`src/rtl/result_event_fifo_if.sv`:
```
// Bundle of the result buses feeding the event FIFO and its valid/ready drain side.
// master = the FIFO itself, slave = the upstream stage plus the consumer.
interface result_event_fifo_if #(
  parameter int DATA_W = 4,
  parameter int PTR_W  = 2
);
  logic [DATA_W-1:0] f_in;
  logic [DATA_W-1:0] t_in;
  logic              out_valid;
  logic              out_ready;
  logic [DATA_W:0]   out_data;
  logic [PTR_W:0]    count;
  logic              full;
  logic [7:0]        drop_cnt;

  modport master (
    input  f_in, t_in, out_ready,
    output out_valid, out_data, count, full, drop_cnt
  );

  modport slave (
    output f_in, t_in, out_ready,
    input  out_valid, out_data, count, full, drop_cnt
  );
endinterface

```
`src/rtl/result_event_fifo.sv`:
```
// Logs every change on the f/t result buses as a tagged {src, value} event into a
// small first-word-fall-through FIFO; lost events are counted in a saturating counter.
module result_event_fifo #(
  parameter int DATA_W = 4,
  parameter int DEPTH  = 4,
  parameter int PTR_W  = 2
) (
  input  logic                 clk,
  input  logic                 rst,
  result_event_fifo_if.master  bus
);
  logic [DATA_W-1:0] f_prev_q, f_prev_d;
  logic [DATA_W-1:0] t_prev_q, t_prev_d;
  logic [PTR_W-1:0]  rd_ptr_q, rd_ptr_d;
  logic [PTR_W-1:0]  wr_ptr_q, wr_ptr_d;
  logic [PTR_W:0]    count_q, count_d;
  logic [7:0]        drop_cnt_q, drop_cnt_d;
  logic [DATA_W:0]   mem [DEPTH];

  logic            f_ev, t_ev, ev;
  logic            full, empty, pop, push;
  logic [DATA_W:0] ev_data;
  logic [1:0]      drop_inc;
  logic [8:0]      drop_sum;

  assign f_ev    = (bus.f_in != f_prev_q);
  assign t_ev    = (bus.t_in != t_prev_q);
  assign ev      = f_ev | t_ev;
  // f wins when both buses change in the same cycle
  assign ev_data = f_ev ? {1'b0, bus.f_in} : {1'b1, bus.t_in};

  assign full  = (count_q == (PTR_W+1)'(DEPTH));
  assign empty = (count_q == '0);
  assign pop   = !empty & bus.out_ready;
  assign push  = ev & (!full | pop);

  assign bus.out_valid = !empty;
  assign bus.full      = full;
  assign bus.count     = count_q;
  assign bus.drop_cnt  = drop_cnt_q;
  // Memory is not reset, so mask the head while empty to present 0 after reset
  assign bus.out_data  = empty ? '0 : mem[rd_ptr_q];

  always_comb begin
    f_prev_d   = bus.f_in;
    t_prev_d   = bus.t_in;
    rd_ptr_d   = rd_ptr_q;
    wr_ptr_d   = wr_ptr_q;
    count_d    = count_q;
    drop_inc   = {1'b0, f_ev & t_ev} + {1'b0, ev & full & !pop};
    drop_sum   = {1'b0, drop_cnt_q} + {7'b0, drop_inc};
    drop_cnt_d = drop_sum[8] ? 8'hFF : drop_sum[7:0];

    if (pop)  rd_ptr_d = rd_ptr_q + 1'b1;
    if (push) wr_ptr_d = wr_ptr_q + 1'b1;
    if (push && !pop)      count_d = count_q + 1'b1;
    else if (pop && !push) count_d = count_q - 1'b1;
  end

  always_ff @(posedge clk or posedge rst) begin
    if (rst) begin
      f_prev_q   <= '0;
      t_prev_q   <= '0;
      rd_ptr_q   <= '0;
      wr_ptr_q   <= '0;
      count_q    <= '0;
      drop_cnt_q <= '0;
    end else begin
      f_prev_q   <= f_prev_d;
      t_prev_q   <= t_prev_d;
      rd_ptr_q   <= rd_ptr_d;
      wr_ptr_q   <= wr_ptr_d;
      count_q    <= count_d;
      drop_cnt_q <= drop_cnt_d;
    end
  end

  always_ff @(posedge clk) begin
    if (push && !rst) mem[wr_ptr_q] <= ev_data;
  end
endmodule
```
`src/flat_wrapper.sv`:
```
// flat-port wrapper written by rule: the top's interface ports become plain ports
module result_event_fifo_flat 
#(
  parameter int DATA_W = 4,
  parameter int DEPTH  = 4,
  parameter int PTR_W  = 2
)
  (clk, rst, bus_f_in, bus_t_in, bus_out_ready, bus_out_valid, bus_out_data, bus_count, bus_full, bus_drop_cnt);
  result_event_fifo_if #(.DATA_W(DATA_W), .PTR_W(PTR_W)) bus_i ();
  input  logic clk;
  input  logic rst;
  input wire logic [$bits(bus_i.f_in)-1:0] bus_f_in;
  input wire logic [$bits(bus_i.t_in)-1:0] bus_t_in;
  input wire logic [$bits(bus_i.out_ready)-1:0] bus_out_ready;
  output wire logic [$bits(bus_i.out_valid)-1:0] bus_out_valid;
  output wire logic [$bits(bus_i.out_data)-1:0] bus_out_data;
  output wire logic [$bits(bus_i.count)-1:0] bus_count;
  output wire logic [$bits(bus_i.full)-1:0] bus_full;
  output wire logic [$bits(bus_i.drop_cnt)-1:0] bus_drop_cnt;
  assign bus_i.f_in = bus_f_in;
  assign bus_i.t_in = bus_t_in;
  assign bus_i.out_ready = bus_out_ready;
  assign bus_out_valid = bus_i.out_valid;
  assign bus_out_data = bus_i.out_data;
  assign bus_count = bus_i.count;
  assign bus_full = bus_i.full;
  assign bus_drop_cnt = bus_i.drop_cnt;
  result_event_fifo #(.DATA_W(DATA_W), .DEPTH(DEPTH), .PTR_W(PTR_W)) u_core (.clk(clk), .rst(rst), .bus(bus_i));
endmodule
```
`config.mk`:
```
export PLATFORM = sky130hd
export DESIGN_NAME = result_event_fifo_flat
export DESIGN_NICKNAME = d
export VERILOG_FILES = /design/src/rtl/result_event_fifo_if.sv /design/src/rtl/result_event_fifo.sv /design/src/flat_wrapper.sv
export SDC_FILE = /design/constraint.sdc
export NUM_CORES = 1
export LEC_CHECK = 0
export CAP_MARGIN = 20
export CORE_MARGIN = 2
export CORE_UTILIZATION = 53
export DETAILED_ROUTE_END_ITERATION = 12
export GPL_TIMING_DRIVEN = 0
export PLACE_DENSITY = 0.89
export SLEW_MARGIN = 15
export SYNTH_ARGS = -nofsm -noshare
export SYNTH_HDL_FRONTEND = slang
export SYNTH_SLANG_ARGS = --single-unit
export TNS_END_PERCENT = 100
```
`constraint.sdc`:
```
create_clock -name clk -period 3.7 [get_ports clk]
set_clock_uncertainty 0.15 [all_clocks]
set_input_delay 0.74 -clock clk [delete_from_list [all_inputs] [get_ports clk]]
set_output_delay 0.74 -clock clk [all_outputs]
set_load 0.03 [all_outputs]
```
==> metrics.log, run 1 <==
INFO  metric worstPathArrival = 2440 ps
INFO  metric final-max-slew-violation-count = 0
INFO  metric initialDrtViolationCount = 20
INFO  metric clk_root_buffer_cell = sky130_fd_sc_hd__clkbuf_4
INFO  metric post_synth_instance_area = 1910 um2
INFO  metric global_route_wire_length_before_repair = 5460 um
INFO  metric dr.pass1.iters = 4
INFO  metric post-route-drc-count = 0
INFO  metric ys.warnings.count = 0
INFO  metric most_frequent_standard_cell_in_the_layout_excluding_fill_and_tap_cells = sky130_fd_sc_hd__clkdlybuf4s50_1
INFO  metric globalRouteTotalUtil = 18.3%
INFO  metric synth_seq_cells = 43
INFO  metric finalWirelength = 3210 um
INFO  metric pin_count = 29
INFO  metric leading_cell_types_by_total_area_after_synthesis = sky130_fd_sc_hd__edfxtp_1, sky130_fd_sc_hd__dfrtp_1, sky130_fd_sc_hd__mux4_2
INFO  metric timing.critical_path.depth = 4
INFO  metric fmaxAchievable = 300 MHz
INFO  metric power_density = 821 nW/um2
INFO  metric reg2regPathDepth = 9
INFO  metric most_used_cells_in_the_layout_excluding_fill_and_tap_cells = sky130_fd_sc_hd__clkdlybuf4s50_1, sky130_fd_sc_hd__dfrtp_1, sky130_fd_sc_hd__edfxtp_1
INFO  metric synthToLayoutAreaGrowth = 21.5%
INFO  metric synth-async-reset-ratio = 53.5%
INFO  metric initial_antenna_violation_count = 0
INFO  metric r2r_setup_slack = 960 ps
INFO  metric finalHoldWorstSlack = 371 ps
INFO  metric synth_edf_count = 20
INFO  metric clk_transition_reported_paths = 110 ps
INFO  metric largest_net_degree_at_the_start_of_global_routing = 24
INFO  metric cells_along_the_critical_path = clkbuf_1 -> mux4_2 -> and2_1 -> clkdlybuf4s50_1
INFO  metric criticalPathCategory = reg -> out
INFO  metric peakVddDrop = 0.485 mV
INFO  metric placementRows = 21
INFO  metric yosysSeqAreaShare = 61.7%
INFO  metric post_route_cells_drive_above_1_share = 13.9%
INFO  metric via_per_inst = 5.20
INFO  metric path_category_of_the_worst_min_delay_check = reg -> reg
INFO  metric grt_pass1_vias = 1126
INFO  metric synth.lib_cells_used.distinct = 31
INFO  metric place.port_buffers = 28
INFO  metric dieArea = 4090 um2
INFO  metric die_width = 64.0 um
INFO  metric syn_nets = 145
INFO  metric critPathCapture = bus_out_data[3]
INFO  metric worstReg2RegEnd = u_core.bus.drop_cnt[3]
INFO  metric slowest_delay = 580 ps
INFO  metric maxSlewHeadroom = 41.4%
INFO  metric coreArea = 3390 um2
INFO  metric totalNegativeSetupSlack = 0 ps
INFO  metric post_layout_min_period = 3330 ps
INFO  metric clockBufferDepth = 2
INFO  metric gp_congestion = 0.759
INFO  metric timing.rr.start = u_core.t_prev_q[3]
INFO  metric timing_hold_violations_final = 0
INFO  metric clk_latency = 350 ps
INFO  metric maxCapViolCount = 0
INFO  metric ys_dominant_reg_cell = sky130_fd_sc_hd__dfrtp_1
INFO  metric h-tree-depth = 2
INFO  metric avgSynthCellArea = 15.1 um2
INFO  metric netlist_instances = 126
INFO  metric antenna-diode-count = 0
INFO  metric worstSetupStartpoint = u_core.rd_ptr_q[0]
INFO  metric synth.top_cell.area_share = 31.5%
INFO  metric worst-path-buf-inv = 2
INFO  metric crit_slowest_cell = sky130_fd_sc_hd__clkdlybuf4s50_1
INFO  metric tritoncts_buffer_count = 5
INFO  metric critPathMaxFanout = 7
INFO  metric min_period_over_period = 90.0%
INFO  metric post_cts.resized_instances = 0
INFO  metric die-height = 64.0 um
INFO  metric synth_largest_area_cell = sky130_fd_sc_hd__edfxtp_1
INFO  metric worst-endpoint-required = 2810 ps
INFO  metric numClockSinks = 43
INFO  metric crit_family = buffers and inverters
INFO  metric setup_viol = 0
INFO  metric grt.overflow.total = 0
INFO  metric clock_tree_from_tritoncts = yes
INFO  metric total_via_count_after_detailed_routing = 1098
INFO  metric power_leakage = 0.903 nW
INFO  metric ant_nets = 0
INFO  metric grt_setup_unrepaired = no
INFO  metric routed_wire_length_per_instance = 15.2 um
INFO  metric worst-slew-pin-transition = 878 ps
INFO  metric layout.filler_cells = 223
INFO  metric dp_hpwl = 2370 um
INFO  metric finalNetCount = 183
INFO  metric setup.worst_path.end_class = primary output
INFO  metric critical_path.startpoint_type = register
INFO  metric initial_util = 56.2%
INFO  metric run_status = finished, final reports clean
INFO  metric postCtsHoldBufs = 0
[synthesized netlist by cell type, types with 2 or more instances]
master                     number
sky130_fd_sc_hd__a31oi_1        2
sky130_fd_sc_hd__nand2_1        6
sky130_fd_sc_hd__dfrtp_1       23
sky130_fd_sc_hd__xor2_1        11
sky130_fd_sc_hd__fa_1           2
sky130_fd_sc_hd__ha_1           6
sky130_fd_sc_hd__and2_1         9
sky130_fd_sc_hd__nor2_1         4
sky130_fd_sc_hd__xnor2_1        5
sky130_fd_sc_hd__inv_1          4
sky130_fd_sc_hd__nor2b_1        2
sky130_fd_sc_hd__mux4_2         5
sky130_fd_sc_hd__mux2_2         6
sky130_fd_sc_hd__nand2b_1       2
sky130_fd_sc_hd__nand3_1        3
sky130_fd_sc_hd__clkbuf_1       2
sky130_fd_sc_hd__edfxtp_1      20
[sequential cells by signal (all words and copies together), names as in the netlist]
name / cells
u_core.rd_ptr_q: 2
u_core.wr_ptr_q: 2
u_core.t_prev_q: 4
u_core.f_prev_q: 4
u_core.bus.count: 3
u_core.bus.drop_cnt: 8
u_core.mem: 20
[worst reg2reg max path: cells and delay by family, from the launching register on]
kind | cells | cell delay, ps
adder cells (fa/ha/maj) | 2 | 680
XOR/XNOR | 1 | 160
AO/OA/AOI/OAI | 2 | 350
flip-flops | 1 | 390
AND/OR/NAND/NOR | 4 | 890
[per-layer routing]
metal | vias to the layer above | global-route usage [%] | routed length (um)
met5 | - | 0 | 0
met3 | 7 | 4.40 | 135
li1 | 524 | - | -
met4 | 0 | 10.1 | 68
met2 | 32 | 29.6 | 1580
met1 | 535 | 22.6 | 1430
[how the worst min path moves through the flow]
stage                              from                   to  slack (ps)  depth (start not counted)
finish              u_core.bus.count[2]  u_core.bus.count[2]         370                          1
global route        u_core.bus.count[2]  u_core.bus.count[2]         410                          1
CTS                 u_core.bus.count[2]  u_core.bus.count[2]         370                          1
detailed placement  u_core.bus.count[2]  u_core.bus.count[2]         360                          1
global placement    u_core.bus.count[2]  u_core.bus.count[2]         340                          1
floorplan            u_core.wr_ptr_q[1]   u_core.wr_ptr_q[1]         380                          1
[logic make-up after synthesis]
kind of cell,Yosys count,synth area share (%)
DFF,43,61.7
and+or+nand+nor,32,10.3
xor gates and xnor gates,16,7.35
muxes,13,10.8
adders and majority gates,8,6.04
AOI/OAI and AO/OA,7,2.43
buffers and inverters,7,1.38
[per-stage QoR]
stage | power [mW] | area (um2) | util [%] | instances | setup WS (ps)
2_1_floorplan | 1.36 | 1910 | - | 126 | 594
5_1_grt | 2.02 | 2310 | 68.3 | 211 | 244
6_report | 1.90 | 2310 | 68.3 | 211 | 370
3_3_place_gp | 1.65 | 2240 | 66.2 | 200 | -42.2
3_5_place_dp | 1.71 | 2240 | 66.2 | 200 | -182
4_1_cts | 1.91 | 2290 | 67.6 | 208 | 166
[cell type report]
type                       instances  area, um2  area share (%)
sequential                        43       1180            50.8
multi-input combinational         76        703            30.4
timing repair buffer              31        303            13.1
tap                               46       57.6            2.49
clock buffer                       6       41.3            1.78
inverter                           4       15.0           0.649
buffer                             3       11.3           0.486
clock inverter                     2       7.51           0.324
[where the power goes]
part,internal [mW],switching [mW]
clock,0.0705,0.140
combinational,0.439,0.501
sequential,0.643,0.107
total,1.15,0.747
[timing repair]
action,CTS,global route
hold endpoints to repair,0,0
endpoints found under the setup margin,0,1
setup buffers,0,3
Note: power is estimated with default switching activity, not from simulation.
==> run 2: changes to the inputs <==
- SLEW_MARGIN: 15 -> unset
==> results of run 2 <==
Same layout as run 1: the final DEF is identical, and so are final timing and power.
